$ cat config.mk
export PLATFORM = sky130hd
export DESIGN_NAME = if_stage
export DESIGN_NICKNAME = d
export VERILOG_FILES = /design/src/rtl/if_stage_pkg.sv /design/src/rtl/if_stage.sv
export SDC_FILE = /design/constraint.sdc
export NUM_CORES = 1
export LEC_CHECK = 0
export ABC_CLOCK_PERIOD_IN_PS = 3200
export CAP_MARGIN = 20
export CORE_UTILIZATION = 45
export DETAILED_ROUTE_END_ITERATION = 12
export GPL_TIMING_DRIVEN = 0
export HOLD_SLACK_MARGIN = 0.08
export PLACE_DENSITY = 0.88
export RECOVER_POWER = 100
export SLEW_MARGIN = 20
export SYNTH_ARGS = -nofsm -noshare
export SYNTH_HDL_FRONTEND = slang
export SYNTH_SLANG_ARGS = --single-unit
$ cat constraint.sdc
create_clock -name reloj -period 3.2 [get_ports reloj]
set_input_delay 0.32 -clock reloj [delete_from_list [all_inputs] [get_ports reloj]]
set_output_delay 0.32 -clock reloj [all_outputs]
set_load 0.1 [all_outputs]
$ cat src/rtl/if_stage_pkg.sv
// if_stage_pkg: shared FSM encoding and widths for the instruction fetch stage.
package if_stage_pkg;
    typedef enum logic [1:0] {
        FETCH = 2'd0,
        DRAIN = 2'd1,
        HOLD  = 2'd2
    } state_e;

    localparam logic [31:0] RESET_PC_DEF = 32'h0000_0000;
    localparam int          INSTR_W      = 32;
    localparam int          JUMP_W       = 26;
endpackage

$ cat src/rtl/if_stage.sv
// if_stage: instruction fetch with redirect draining and a one-entry stall skid buffer.
// Optional perf counters (fetch_cnt, stall_cnt) under `define IF_PERF_CNT_EN.
module if_stage
    import if_stage_pkg::*;
#(
    parameter logic [31:0] RESET_PC = RESET_PC_DEF
) (
    input  logic               reloj,
    input  logic               reset,
    input  logic               stall,
    input  logic               branch_taken,
    input  logic [31:0]        branch_target,
    input  logic               jump,
    input  logic [JUMP_W-1:0]  JUMP_ADDR,
    input  logic [31:0]        PC_4o,
    output logic               imem_req,
    output logic [31:0]        imem_addr,
    input  logic               imem_ack,
    input  logic [INSTR_W-1:0] imem_data,
    output logic [31:0]        PC_4,
    output logic [INSTR_W-1:0] DO,
    output logic               enableIF,
    output logic               resetIF
`ifdef IF_PERF_CNT_EN
    ,
    output logic [31:0]        fetch_cnt,
    output logic [31:0]        stall_cnt
`endif
);
    state_e             state_q, state_d;
    logic [31:0]        pc_q, pc_d;
    logic [31:0]        tgt_q, tgt_d;
    logic [INSTR_W-1:0] buf_q, buf_d;
    logic               redirect;
    logic [31:0]        target;
    logic               unused_pc4o;
`ifdef IF_PERF_CNT_EN
    logic [31:0]        fetch_cnt_q, fetch_cnt_d;
    logic [31:0]        stall_cnt_q, stall_cnt_d;
`endif

    always_comb begin
        state_d     = state_q;
        pc_d        = pc_q;
        tgt_d       = tgt_q;
        buf_d       = buf_q;
        redirect    = branch_taken | jump;
        target      = branch_taken ? branch_target : {PC_4o[31:28], JUMP_ADDR, 2'b00};
        unused_pc4o = ^PC_4o[27:0];
        resetIF     = redirect;
        imem_req    = state_q != HOLD;
        imem_addr   = pc_q;
        PC_4        = pc_q + 32'd4;
        DO          = (state_q == HOLD) ? buf_q : imem_data;
        enableIF    = 1'b0;
        case (state_q)
            FETCH: begin
                if (imem_ack) begin
                    if (redirect) begin
                        pc_d = target;
                    end else if (stall) begin
                        buf_d   = imem_data;
                        state_d = HOLD;
                    end else begin
                        enableIF = 1'b1;
                        pc_d     = PC_4;
                    end
                end else if (redirect) begin
                    tgt_d   = target;
                    state_d = DRAIN;
                end
            end
            DRAIN: begin
                // The outstanding word is discarded; the youngest redirect decides where to resume.
                if (redirect) tgt_d = target;
                if (imem_ack) begin
                    pc_d    = redirect ? target : tgt_q;
                    state_d = FETCH;
                end
            end
            HOLD: begin
                if (redirect) begin
                    pc_d    = target;
                    state_d = FETCH;
                end else if (!stall) begin
                    enableIF = 1'b1;
                    pc_d     = PC_4;
                    state_d  = FETCH;
                end
            end
            default: state_d = FETCH;
        endcase
`ifdef IF_PERF_CNT_EN
        fetch_cnt_d = fetch_cnt_q + {31'd0, enableIF};
        stall_cnt_d = stall_cnt_q + {31'd0, stall};
        fetch_cnt   = fetch_cnt_q;
        stall_cnt   = stall_cnt_q;
`endif
    end

    always_ff @(posedge reloj or posedge reset) begin
        if (reset) begin
            state_q     <= FETCH;
            pc_q        <= RESET_PC;
            tgt_q       <= '0;
            buf_q       <= '0;
`ifdef IF_PERF_CNT_EN
            fetch_cnt_q <= '0;
            stall_cnt_q <= '0;
`endif
        end else begin
            state_q     <= state_d;
            pc_q        <= pc_d;
            tgt_q       <= tgt_d;
            buf_q       <= buf_d;
`ifdef IF_PERF_CNT_EN
            fetch_cnt_q <= fetch_cnt_d;
            stall_cnt_q <= stall_cnt_d;
`endif
        end
    end
endmodule
==> results of run 1 <==
## cells in the mapped netlist (5+ instances only)
master	instances
a211o_1	5
a21oi_1	15
a222oi_1	28
a22o_1	8
a22oi_1	21
a31oi_1	21
buf_1	6
buf_2	13
clkbuf_1	33
dfrtp_1	98
inv_1	23
mux2_2	77
mux2i_1	5
nand2_1	14
nand3_1	21
nand4_1	13
nor2_1	28
nor2b_1	23
nor3_1	12
nor4_1	6
o211ai_1	12
o21ai_0	27
o22ai_1	13
o31a_1	5
or2_2	5
xnor2_1	22
xor2_1	5
## kinds of logic after synthesis
family                     synth area share
AOI/OAI and AO/OA                     0.218
and+or+nand+nor                       0.130
DFF                                   0.405
muxes                                 0.151
buffers and inverters                0.0553
xor gates and xnor gates             0.0390
adders and majority gates           0.00206
## worst paths after layout
kind                                                from                         to  slack (ns)  depth (start not counted)
max in group asynchronous                          reset      buf_q[25]$_DFFE_PP0P_        0.67                          3
worst min-delay path                buf_q[0]$_DFFE_PP0P_       buf_q[0]$_DFFE_PP0P_        0.50                          1
min in group asynchronous                          reset  imem_addr[25]$_DFFE_PP0P_        0.88                          2
worst max register to register    state_q[1]$_DFFE_PP0P_  imem_addr[15]$_DFFE_PP0P_        0.39                          9
worst min register to register      buf_q[0]$_DFFE_PP0P_       buf_q[0]$_DFFE_PP0P_        0.50                          1
worst max-delay path            imem_addr[5]$_DFFE_PP0P_                   PC_4[19]        0.06                          7
## metal layers
metal  track usage  vias up
met5             0        -
met4         0.119        0
met3        0.0828       51
met2         0.463      454
met1         0.397     2989
li1              -     2765
## cell type report
class                      count  area [sq um]
buffer                        55           231
clock buffer                  11           243
clock inverter                 5          38.8
fill                        1042          4500
inverter                      25          95.1
multi-input combinational    432          3570
sequential                    98          2460
tap                          176           220
timing repair buffer         199          1830
## state kept, by name, summed over array words and instances (netlist names)
| register | count |
|---|---|
| buf_q | 32 |
| tgt_q | 32 |
| state_q | 2 |
| imem_addr | 32 |
## critical path, cell delays in order (launching register included)
cell	delay, ns
dfrtp_2	0.36
buf_2	0.18
nand4_1	0.17
buf_2	0.25
nor4_4	0.50
nand2_1	0.27
xnor2_4	0.18
clkdlybuf4s15_2	0.57
## power by group
part / total, uW / internal (uW) / switching [uW]
Combinational: 2660 / 733 / 1920
Clock: 1080 / 554 / 523
Sequential: 1710 / 1480 / 232
Total: 5450 / 2770 / 2680
## metrics by stage
step / hold slack (ns) / std cells / power [uW] / TNS, ns / area, sq um
global placement: 0.474 / 985 / 4410 / -139.06 / 8550
CTS: 0.363 / 1002 / 5490 / -0.0576 / 8840
global route: 0.519 / 1001 / 5630 / -0.0609 / 8690
finish: 0.502 / 1001 / 5450 / 0 / 8690
detailed placement: 0.479 / 986 / 4460 / -4.87 / 8580
floorplan: 0.391 / 611 / 3760 / -0.0831 / 6340
## what timing repair did
| item | CTS | global route |
|---|---|---|
| gates resized for setup | 121 | 68 |
| hold buffers | 0 | 0 |
| pin swaps | 0 | 1 |
| endpoints found under the setup margin | 52 | 41 |
==> reports/metrics.csv, run 1 <==
stage,metric,value,unit
global_routing,grt_max_degree,60,
route,drt_pass1_iterations,11,
route,highest_layer,met4,
synth,async_flop_share,1.00,
synth,netlist_instances,611,
placed_design,place_ws,-0.551,ns
sta,fin_crit,3.14,ns
cts,cts.sinks,98,
cts,h-tree-depth,3,
global_routing,antenna_found_initial,0,
cts,ctsRootBufferMaster,clkbuf_16,
finish,final_cell_mix,"96 x clkdlybuf4s50_1, 88 x dfrtp_1, 74 x mux2_2",
global_routing,grt_pass1_vias,6007,
power,ir_drop,379,uV
worst_setup_path,endpoint_kind,primary output,
synth,synth-edff-count,0,
route,routed_wl,20700,um
synth,syn_area_per_cell,9.92,sq um
finish,final_common_cell,clkdlybuf4s50_1,
floorplanning,design.core.area,13200,sq um
finish,final_core_util,0.659,
sta,min_period_over_period,0.982,
route,wl_met2,9440,um
sta,maxSlewViolCount,41,
cts,clockBufferDepth,2,
route,wl_per_cell,20.6,um
cts,post-cts-setup-buffers,0,
floorplanning,initial_utilization,0.459,
sta,setup_viol,0,
worst_setup_path,crit_required,2.88,ns
worst_setup_path,cp_max_fo,10,
placed_design,hpwlAfterDp,15100,um
finish,final_layout_size_suffix_gt1_frac,0.239,
finish,n_antenna_cell,0,
run_status,violations,"capacitance limit, slew limit",
cts,clk_pin_slew,0.07,ns
synth,synth_flop_cell,dfrtp_1,
placed_design,gp_congestion,0.902,
floorplanning,die-area,13900,sq um
finish,area_growth,43.4,%
synth,synth_area,6060,sq um
cts,tritoncts,built,
finish,nNetsFinal,949,
cts,clock_latency,0.37,ns
worst_setup_path,cp.arrival,2.82,ns
synth,yosysTopAreaCell,dfrtp_1,
power,p_leak,0.00345,uW
global_routing,grt_pass1_wl,32400,um
floorplanning,die_w,118,um
route,vias_per_cell,6.25,
floorplanning,rows,42,
global_routing,grt_overflow_total,0,
route,ant_nets,0,
power,p_per_area,627,nW/um^2
floorplanning,die_h,118,um
route,wl_met3,2400,um
synth,yosys.cell_types.count,56,
synth,ys_seq_area_frac,0.405,
synth,synth.area.top_cells,"dfrtp_1 40%, mux2_2 14%, a222oi_1 4.6%, xnor2_1 3.2%, a22oi_1 2.6%",
run_status,status,"complete, but fails checks",
global_routing,grt_use_total,0.300,
hold_path,hold_path_class,reg2reg,
sta,tightest_slew,1.88,ns
sta,fmax,318,MHz
placed_design,port_buffers,198,
sta,setup_ws,0.0581,ns
route,via_count,6259,
cts,numCtsBuffers,9,
synth,ys_seq_elements,98,
synth,synth.top_cell.area_share,0.405,
route,drt-met1-wl,8150,um
worst_setup_path,path_class,reg2out,
floorplanning,pin_count,227,
worst_setup_path,start_kind,flip-flop,
route,drt_iter0_markers,924,
route,drc,0,
sta,hold_violations,0,
synth,ys_warn_count,0,
sta,slew_headroom,-0.259,
run,drv_cap,1,
synth,synthesis.nets,740,
sta,skew,0.0160,ns
No activity file was read; power rests on OpenSTA's default activity.
==> run 2: changes to the inputs <==
ABC_CLOCK_PERIOD_IN_PS = not set   (was 3200)
==> results of run 2 <==
Same layout as run 1: the final DEF is identical, and so are final timing and power.
